==> config.mk <==
export PLATFORM = sky130hd
export DESIGN_NAME = field_record_stager
export DESIGN_NICKNAME = d
export VERILOG_FILES = /design/src/rtl/field_record_stager.sv
export SDC_FILE = /design/constraint.sdc
export NUM_CORES = 1
export LEC_CHECK = 0
export BUFFER_PORTS_ARGS = -buffer_cell sky130_fd_sc_hd__buf_2
export CAP_MARGIN = 20
export CORE_MARGIN = 1.5
export CORE_UTILIZATION = 28
export CTS_BUF_LIST = sky130_fd_sc_hd__clkbuf_4
export DETAILED_ROUTE_END_ITERATION = 16
export GPL_TIMING_DRIVEN = 1
export SLEW_MARGIN = 5
export SYNTH_ARGS = -nofsm -noshare
export SYNTH_HDL_FRONTEND = slang
export SYNTH_SLANG_ARGS = --single-unit
==> constraint.sdc <==
create_clock -name clk -period 4.5 [get_ports clk]
set_input_delay 0.45 -clock clk [delete_from_list [all_inputs] [get_ports clk]]
set_output_delay 0.45 -clock clk [all_outputs]
set_load 0.01 [all_outputs]
==> src/rtl/field_record_stager.sv <==
// Record staging register with element/bit/field writes and a 2-entry valid/ready commit queue.
// Optional build macro FIELD_STAGER_PARITY_EN appends a stored even-parity MSB to rec_data.
module field_record_stager #(
  parameter int X_W = 3,
  parameter int X_N = 2,
  parameter int Y_W = 2,
  parameter int Y_N = 3,
  localparam int REC_W  = X_N*X_W + Y_N*Y_W + 1,
  localparam int DATA_W = (X_W > Y_W) ? X_W : Y_W,
  localparam int MAX_N  = (X_N > Y_N) ? X_N : Y_N,
  localparam int IDX_W  = (MAX_N > 1) ? $clog2(MAX_N) : 1,
  localparam int BIT_W  = (DATA_W > 1) ? $clog2(DATA_W) : 1,
`ifdef FIELD_STAGER_PARITY_EN
  localparam int OUT_W  = REC_W + 1
`else
  localparam int OUT_W  = REC_W
`endif
) (
  input  logic              clk,
  input  logic              rst_n,
  input  logic              wr_en,
  input  logic [1:0]        wr_sel,
  input  logic [1:0]        wr_mode,
  input  logic [IDX_W-1:0]  wr_idx,
  input  logic [BIT_W-1:0]  wr_bit,
  input  logic [DATA_W-1:0] wr_data,
  input  logic              commit,
  output logic [REC_W-1:0]  live_rec,
  output logic              rec_valid,
  input  logic              rec_ready,
  output logic [OUT_W-1:0]  rec_data,
  output logic              ovf,
  output logic              idx_err
);

  logic [X_N-1:0][X_W-1:0] x_q, x_d;
  logic [Y_N-1:0][Y_W-1:0] y_q, y_d;
  logic                    z_q, z_d;
  logic [OUT_W-1:0]        head_q, head_d, tail_q, tail_d;
  logic [1:0]              cnt_q, cnt_d;
  logic                    ovf_q, ovf_d, err_q, err_d;
  logic [REC_W-1:0]        snap;
  logic [OUT_W-1:0]        entry;
  logic                    x_idx_ok, y_idx_ok, x_bit_ok, y_bit_ok;
  logic                    pop, push, full;

  // x element 0 sits at the low end of its slice, y element 0 at the high end.
  function automatic logic [REC_W-1:0] pack_rec(input logic [X_N-1:0][X_W-1:0] x,
                                                input logic [Y_N-1:0][Y_W-1:0] y,
                                                input logic z);
    logic [Y_N*Y_W-1:0] yf;
    yf = '0;
    for (int i = 0; i < Y_N; i++) yf[(Y_N-1-i)*Y_W +: Y_W] = y[i];
    return {x, yf, z};
  endfunction

  assign x_idx_ok = 32'(wr_idx) < X_N;
  assign y_idx_ok = 32'(wr_idx) < Y_N;
  assign x_bit_ok = 32'(wr_bit) < X_W;
  assign y_bit_ok = 32'(wr_bit) < Y_W;

  // NOTE: every variable written here gets its default first, so no path leaves it unassigned and no latch is inferred.
  always_comb begin
    x_d   = x_q;
    y_d   = y_q;
    z_d   = z_q;
    err_d = err_q;
    if (wr_en) begin
      unique case (wr_sel)
        2'd0: unique case (wr_mode)
          2'd0: if (x_idx_ok) begin
                  for (int i = 0; i < X_N; i++)
                    if (wr_idx == IDX_W'(i)) x_d[i] = wr_data[X_W-1:0];
                end else err_d = 1'b1;
          2'd1: if (x_idx_ok && x_bit_ok) begin
                  for (int i = 0; i < X_N; i++)
                    for (int j = 0; j < X_W; j++)
                      if (wr_idx == IDX_W'(i) && wr_bit == BIT_W'(j)) x_d[i][j] = wr_data[0];
                end else err_d = 1'b1;
          2'd2: x_d = '0;
          2'd3: x_d = '1;
        endcase
        2'd1: unique case (wr_mode)
          2'd0: if (y_idx_ok) begin
                  for (int i = 0; i < Y_N; i++)
                    if (wr_idx == IDX_W'(i)) y_d[i] = wr_data[Y_W-1:0];
                end else err_d = 1'b1;
          2'd1: if (y_idx_ok && y_bit_ok) begin
                  for (int i = 0; i < Y_N; i++)
                    for (int j = 0; j < Y_W; j++)
                      if (wr_idx == IDX_W'(i) && wr_bit == BIT_W'(j)) y_d[i][j] = wr_data[0];
                end else err_d = 1'b1;
          2'd2: y_d = '0;
          2'd3: y_d = '1;
        endcase
        2'd2: unique case (wr_mode)
          2'd0, 2'd1: z_d = wr_data[0];
          2'd2:       z_d = 1'b0;
          2'd3:       z_d = 1'b1;
        endcase
        2'd3: err_d = 1'b1;
      endcase
    end
  end

  // The snapshot is taken from next-state values so a same-cycle write is included.
  assign snap = pack_rec(x_d, y_d, z_d);
`ifdef FIELD_STAGER_PARITY_EN
  assign entry = {^snap, snap};
`else
  assign entry = snap;
`endif

  assign full = (cnt_q == 2'd2);
  assign pop  = (cnt_q != 2'd0) && rec_ready;
  assign push = commit && (!full || pop);

  always_comb begin
    head_d = head_q;
    tail_d = tail_q;
    cnt_d  = cnt_q;
    ovf_d  = ovf_q | (commit && full && !pop);
    unique case ({push, pop})
      2'b10: begin
        if (cnt_q == 2'd0) head_d = entry;
        else               tail_d = entry;
        cnt_d = cnt_q + 2'd1;
      end
      2'b01: begin
        head_d = tail_q;
        cnt_d  = cnt_q - 2'd1;
      end
      2'b11: begin
        if (cnt_q == 2'd1) head_d = entry;
        else begin
          head_d = tail_q;
          tail_d = entry;
        end
      end
      default: ;
    endcase
  end

  // NOTE: state is updated with non-blocking assignments so all registers sample pre-edge values together.
  // NOTE: the staging elements and queue slots are a handful of flops, not a RAM, so all of them are reset.
  always_ff @(posedge clk or negedge rst_n) begin
    if (!rst_n) begin
      x_q    <= '0;
      y_q    <= '0;
      z_q    <= 1'b0;
      head_q <= '0;
      tail_q <= '0;
      cnt_q  <= 2'd0;
      ovf_q  <= 1'b0;
      err_q  <= 1'b0;
    end else begin
      x_q    <= x_d;
      y_q    <= y_d;
      z_q    <= z_d;
      head_q <= head_d;
      tail_q <= tail_d;
      cnt_q  <= cnt_d;
      ovf_q  <= ovf_d;
      err_q  <= err_d;
    end
  end

  assign live_rec  = pack_rec(x_q, y_q, z_q);
  assign rec_valid = (cnt_q != 2'd0);
  assign rec_data  = head_q;
  assign ovf       = ovf_q;
  assign idx_err   = err_q;

endmodule
After elaboration in Yosys (flattened, before gate mapping). Index checks and enable logic that the tools add are counted.

Add/sub/neg operators: 2. Multipliers: 0. Divide/modulo/power cells: 0. Magnitude comparators: 4. Equal/unequal tests: 24. Shifts and indexed selects: 0. Multiplexer cells: 44. Bitwise gates (word level): 1. Reduce and logical (&&, ||, !) cells: 31.

Operators with widths (count): $mux 13 (4); $mux 6 (8); $pmux 6 s4 (2); $pmux 13 s3 (1); $pmux 13 s2 (1); $eq 2x2->1 const B (9); $mux 1 (18); $ne 3x3->1 const B (6); $logic_and 1x1->1 (14); $eq 2x1->1 const B (6); $logic_not 2->1 (5); $lt 2x2->1 const B (4); $reduce_and 8->1 (1); $mux 2 (3); $mux 3 (2); $ne 2x2->1 const B (3); $pmux 1 s3 (2); $reduce_bool 2->1 (3); $reduce_bool 3->1 (2); $pmux 1 s2 (2); $pmux 2 s2 (1); $reduce_and 3->1 (1); $add 2x1->2 const B (1); $logic_not 1->1 (2); other kinds (5) (5).

Register bits: 43. Latch bits: 0. Bits in writable memories: 0. Memory bits (read-only): 0. Output and inout bits: 29. Logic and storage cells: 117. Memories: 0.

Logic depth before layout (Yosys ltp).
Depth in word-level cells: 9. Depth in mapped cells: 7. Mapped depth without buffers: 6.

Worst setup path after synthesis. Ideal clock, no wire load.

Kind: input port to flip-flop. Start: in wr_bit[0]. End: reg head_q[1], in the netlist rec_data[1]. Setup time: 0.137 ns. Arrival: 1.725 ns. Data required time: 4.363 ns. Slack: 2.637 ns. Stages on the path: 4. Buffers on the path: 1. Cell sequence: clkbuf_1 > or4b_2 > o32ai_1 > o31ai_1.

Cells in the longest elaborated chain, start to end: 9. Elaborated cells between the ends (all ways): 12. Those cells by class: order compare: 1; mux: 8; reduce/logical: 3.

Ends and longest elaborated chain: from (decl) (RTL line 25) `input logic [BIT_W-1:0] wr_bit,`; $logic_not 2->1 (RTL line 91) `if (wr_idx == IDX_W'(i) && wr_bit == BIT_W'(j)) y_d[i][j] = wr_data[0];`; $logic_and 1x1->1 (RTL line 91); $mux 1 (RTL line 91); $mux 6 (*) (RTL line 88) `2'd1: if (y_idx_ok && y_bit_ok) begin`; $pmux 6 s4 (*) (RTL line 83) `2'd1: unique case (wr_mode)`; $mux 6 (*) (RTL line 69) `unique case (wr_sel)`; $mux 6 (*) (RTL line 68) `if (wr_en) begin`; $mux 13, on equally long branches (RTL line 134, 125); $pmux 13 s3 (*) (RTL line 123) `unique case ({push, pop})`; to (signal assigned) (RTL line 151) `head_q <= '0;`; to (signal assigned) (RTL line 160) `head_q <= head_d;`; to (decl) (RTL line 39) `logic [OUT_W-1:0] head_q, head_d, tail_q, tail_d;`.

Mark *: on every way between the ends. The rest lies on a longest branch, timed or not. The select of a mux whose other input is x is not followed. A chain may end at the register's enable or synchronous reset.

Worst setup path after layout.
Start: reg cnt_q[0]. End: reg tail_q[7].

Cells in the longest elaborated chain, start to end: 7. Elaborated cells between the ends (all ways): 15. Those cells by class: eq/ne: 6; mux: 1; reduce/logical: 8.

Ends and longest elaborated chain: from (decl) (RTL line 40) `logic [1:0] cnt_q, cnt_d;`; from (signal assigned) (RTL line 162) `cnt_q <= cnt_d;`; $eq 2x2->1 or $reduce_bool 2->1 (tied branches) (RTL line 114, 115); $logic_not 1->1 or $logic_and 1x1->1 (tied branches) (RTL line 116, 115); $logic_or 1x1->1 (RTL line 116) `assign push = commit && (!full || pop);`; $logic_and 1x1->1 (RTL line 116); $eq 2x2->1 (RTL line 123); $ne 2x2->1 (no line) or $reduce_bool 2->1 (tied branches); $reduce_and 3->1 (no line); to (signal assigned) (RTL line 161) `tail_q <= tail_d;`; to (decl) (RTL line 39).

Parallel ways exist; a longest one is shown, timed or not.

==> metrics.txt <==
# TYPE chip_impl_metric gauge
chip_impl_info{name="outcome",value="completed"} 1
chip_impl_metric{name="synth_area",unit="sq mm"} 0.00240
chip_impl_metric{name="largest_net_degree_at_the_start_of_global_routing",unit=""} 44
chip_impl_metric{name="design_power_total",unit="mW"} 1.53
chip_impl_metric{name="vias",unit=""} 2060
chip_impl_metric{name="cts_repair_resize_count",unit=""} 0
chip_impl_info{name="worst_path_dominant_cell_family",value="multiplexers"} 1
chip_impl_metric{name="finalCriticalPeriod",unit="ps"} 2140
chip_impl_metric{name="post_detailed_route_wirelength_per_cell",unit="um"} 15.9
chip_impl_metric{name="postSynthRegisterBits",unit=""} 43
chip_impl_info{name="postSynth.topFlopCell",value="sky130_fd_sc_hd__dfrtp_1"} 1
chip_impl_metric{name="critPathMaxFanout",unit=""} 20
chip_impl_metric{name="dpl.hpwl",unit="um"} 4450
chip_impl_metric{name="syn-instance-count",unit=""} 245
chip_impl_metric{name="ys_warn_count",unit=""} 0
chip_impl_info{name="worstSetupEndpointType",value="register"} 1
chip_impl_metric{name="post-route-period-util",unit=""} 0.476
chip_impl_metric{name="n_antenna_cell",unit=""} 0
chip_impl_metric{name="dieWidth",unit="um"} 95.7
chip_impl_metric{name="placed_area",unit="sq mm"} 0.00270
chip_impl_metric{name="finish.utilization",unit=""} 0.343
chip_impl_metric{name="cellPowerDensity",unit="mW/mm^2"} 540
chip_impl_metric{name="worst_margin_pin_slew",unit="ps"} 871
chip_impl_info{name="path_class",value="register to register"} 1
chip_impl_metric{name="grt_first_pass_wirelength",unit="um"} 9880
chip_impl_metric{name="clock_skew",unit="ps"} 17.1
chip_impl_metric{name="pre_cts_slack",unit="ps"} 2310
chip_impl_metric{name="postLayoutSetupSlackWorst",unit="ps"} 2360
chip_impl_metric{name="grt_antenna_before_repair",unit=""} 0
chip_impl_metric{name="sequential_cell_area",unit="sq mm"} 0.00108
chip_impl_metric{name="boundaryPins",unit=""} 45
chip_impl_info{name="rsz_0062_raised_after_global_routing",value="false"} 1
chip_impl_metric{name="p_leak",unit="nW"} 1.26
chip_impl_metric{name="stdcell_area",unit="sq mm"} 0.00283
chip_impl_metric{name="finish.cell_count_without_fillers",unit=""} 389
chip_impl_metric{name="post_synth_edffs",unit=""} 0
chip_impl_metric{name="worstSkewPairLatency",unit="ps"} 350
chip_impl_info{name="start_kind",value="register"} 1
chip_impl_metric{name="first_iter_violations",unit=""} 149
chip_impl_metric{name="htreeDepth",unit=""} 2
chip_impl_metric{name="placement.io_buffers",unit=""} 44
chip_impl_metric{name="filler_cell_count",unit=""} 870
chip_impl_metric{name="setup_viol",unit=""} 0
chip_impl_metric{name="placement_rows",unit=""} 33
chip_impl_metric{name="number_of_cells_in_the_design_after_placement",unit=""} 379
chip_impl_metric{name="irDropWorstVdd",unit="V"} 0.000366
chip_impl_metric{name="starting_density_of_the_core",unit=""} 0.291
chip_impl_metric{name="yosys.cell_types.count",unit=""} 53
chip_impl_metric{name="cts_sinks",unit=""} 43
chip_impl_metric{name="async_flop_share",unit=""} 1.00
chip_impl_metric{name="detail_route.wirelength",unit="um"} 6170
chip_impl_metric{name="syn_avg_cell_area",unit="sq um"} 9.81
chip_impl_metric{name="clock_slew_at_reported_path_ffs",unit="ps"} 130
chip_impl_metric{name="fmaxAchievable",unit="GHz"} 0.467
chip_impl_metric{name="layout-area-overhead-vs-synth",unit="%"} 17.9
chip_impl_metric{name="vias_per_cell",unit=""} 5.30
chip_impl_metric{name="final_hold_violation_count",unit=""} 0
chip_impl_metric{name="core",unit="sq mm"} 0.00826
chip_impl_metric{name="number_of_buffers_created_by_cts",unit=""} 5
chip_impl_metric{name="critical_path_arrival",unit="ps"} 2380
chip_impl_info{name="root_driver",value="sky130_fd_sc_hd__clkbuf_4"} 1
chip_impl_metric{name="max_cap_viol_count",unit=""} 0
chip_impl_metric{name="fp.dieArea",unit="sq mm"} 0.00915
chip_impl_metric{name="place_congestion",unit=""} 0.882
chip_impl_metric{name="cts.path.max_buffers",unit=""} 2
chip_impl_metric{name="detail_route.drc_violations",unit=""} 0
chip_impl_metric{name="critPathMaxStageDelay",unit="ps"} 620
chip_impl_metric{name="timing_max_transition_violations_final",unit=""} 0
chip_impl_metric{name="global_route.usage.total",unit=""} 0.142
chip_impl_metric{name="dr.pass1.iters",unit=""} 4
chip_impl_metric{name="final.setup.tns",unit="ps"} 0
chip_impl_info{name="tritoncts",value="built"} 1
chip_impl_info{name="hold_path.class",value="input port to register"} 1
chip_impl_metric{name="yosysSeqAreaShare",unit=""} 0.448
chip_impl_metric{name="layout_cell_share_with_drive_strength_beyond_1",unit=""} 0.246
chip_impl_metric{name="worstPathRequired",unit="ps"} 4740
chip_impl_metric{name="critical_path.n_buffers_inverters",unit=""} 1
chip_impl_metric{name="grt_remaining_overflow",unit=""} 0
chip_impl_metric{name="multi_input_comb_area",unit="sq mm"} 0.00123
chip_impl_metric{name="detail-route-antenna-nets",unit=""} 0
chip_impl_metric{name="first_global_vias",unit=""} 1934
chip_impl_metric{name="hold-worst-slack",unit="ps"} 421
chip_impl_metric{name="die_y",unit="um"} 95.7
chip_impl_metric{name="finish.net_count",unit=""} 305
chip_impl_info{name="cp_cell_sequence",value="inv_1 -> ha_1 -> mux2i_1 -> nand3_1 -> mux2_1"} 1
chip_impl_metric{name="timing.max_slew.rel_slack",unit=""} 0.418
chip_impl_metric{name="synth.net_count",unit=""} 267
chip_impl_info{name="crit_path_slowest_cell",value="sky130_fd_sc_hd__nand3_1"} 1
==> metal layers <==
layer	wire length, um	GRT usage	up-vias
li1	-	-	992
met1	2900	0.194	1001
met2	2850	0.224	61
met3	341	0.0303	6
met4	78	0.0404	0
met5	0	0	-
==> sequential cells by signal, summed over array words and instances, names as in the netlist <==
register / flops
live_rec: 12
idx_err: 1
ovf: 1
cnt_q: 2
tail_q: 13
rec_data: 13
z_q: 1
==> Yosys cell counts, types with 6 or more instances <==
library cell | n | share of area
sky130_fd_sc_hd__a22o_1 | 6 | 0.022
sky130_fd_sc_hd__o22ai_1 | 6 | 0.016
sky130_fd_sc_hd__ha_1 | 6 | 0.031
sky130_fd_sc_hd__clkbuf_1 | 13 | 0.020
sky130_fd_sc_hd__a22oi_1 | 9 | 0.028
sky130_fd_sc_hd__o21ai_0 | 11 | 0.023
sky130_fd_sc_hd__inv_1 | 8 | 0.012
sky130_fd_sc_hd__dfrtp_1 | 43 | 0.45
sky130_fd_sc_hd__nand2b_1 | 9 | 0.023
sky130_fd_sc_hd__o31ai_1 | 15 | 0.047
sky130_fd_sc_hd__mux2_2 | 6 | 0.028
sky130_fd_sc_hd__nor2_1 | 14 | 0.022
sky130_fd_sc_hd__nand2_1 | 16 | 0.025
sky130_fd_sc_hd__a21oi_1 | 16 | 0.033
==> logic make-up (layout without fill, tap and decap cells) <==
family | Yosys count | count (layout) | share of synthesized area
compound gates | 87 | 87 | 0.253
xor+xnor | 2 | 2 | 0.00729
fa+ha+maj | 6 | 6 | 0.0312
buf+inv | 25 | 64 | 0.0422
flops | 43 | 43 | 0.448
mux | 12 | 12 | 0.0536
simple gates | 70 | 70 | 0.165
==> worst register-to-register path: cells and delay by family, from the launching register on <==
| kind | cells | cell delay, ps |
|---|---|---|
| simple gates | 1 | 620 |
| flops | 1 | 410 |
| fa+ha+maj | 1 | 230 |
| buf+inv | 1 | 80 |
| mux | 2 | 710 |
==> final timing paths <==
path | from | end | slack, ps | cells after the start
worst max-delay path | cnt_q[0]$_DFFE_PN0P_ | tail_q[7]$_DFFE_PN0P_ | 2360 | 5
max in group asynchronous | rst_n | live_rec[10]$_DFF_PN0_ | 3590 | 3
min in group asynchronous | rst_n | rec_data[9]$_DFFE_PN0P_ | 440 | 2
worst min-delay path | wr_en | idx_err$_DFFE_PN0P_ | 420 | 2
worst max register to register | cnt_q[0]$_DFFE_PN0P_ | tail_q[7]$_DFFE_PN0P_ | 2360 | 5
worst min register to register | ovf$_DFF_PN0_ | ovf$_DFF_PN0_ | 480 | 1
==> cell usage in the layout, fill, tap and decap left out, types with 3 or more instances in the layout <==
cell type and instances:
sky130_fd_sc_hd__dfrtp_1 43, sky130_fd_sc_hd__nand2_1 16, sky130_fd_sc_hd__a22o_1 6, sky130_fd_sc_hd__nor2_1 14
sky130_fd_sc_hd__a21o_1 5, sky130_fd_sc_hd__inv_1 8, sky130_fd_sc_hd__a21oi_1 16, sky130_fd_sc_hd__clkbuf_4 6
sky130_fd_sc_hd__o21ai_0 11, sky130_fd_sc_hd__o31ai_1 15, sky130_fd_sc_hd__nand2b_1 9, sky130_fd_sc_hd__mux2_2 6
sky130_fd_sc_hd__nor2b_1 4, sky130_fd_sc_hd__buf_2 44, sky130_fd_sc_hd__or4_1 3, sky130_fd_sc_hd__o22ai_1 6
sky130_fd_sc_hd__mux2i_1 5, sky130_fd_sc_hd__nor3_1 4, sky130_fd_sc_hd__ha_1 6, sky130_fd_sc_hd__a22oi_1 9
==> where the power goes <==
group | switching, mW | internal [mW] | leakage [nW]
registers | 0.0824 | 0.532 | 0.520
logic | 0.336 | 0.270 | 0.680
clock network | 0.130 | 0.179 | 0.0559
total | 0.548 | 0.982 | 1.26
==> what timing repair did <==
item,4_1_cts,5_1_grt
hold buffers,0,1
buffers inserted,0,0
endpoints found under the hold margin,0,6
setup endpoints to repair,0,0
==> cell type report <==
type                    instances  share of cell area
well taps                     105              0.0464
flip-flops and latches         43               0.380
clock inverters                 2              0.0212
multi-input cells             177               0.433
inverters                       8              0.0106
repair buffers                 48              0.0936
clock buffers                   6              0.0159
Power figures use the tool's default switching activity.
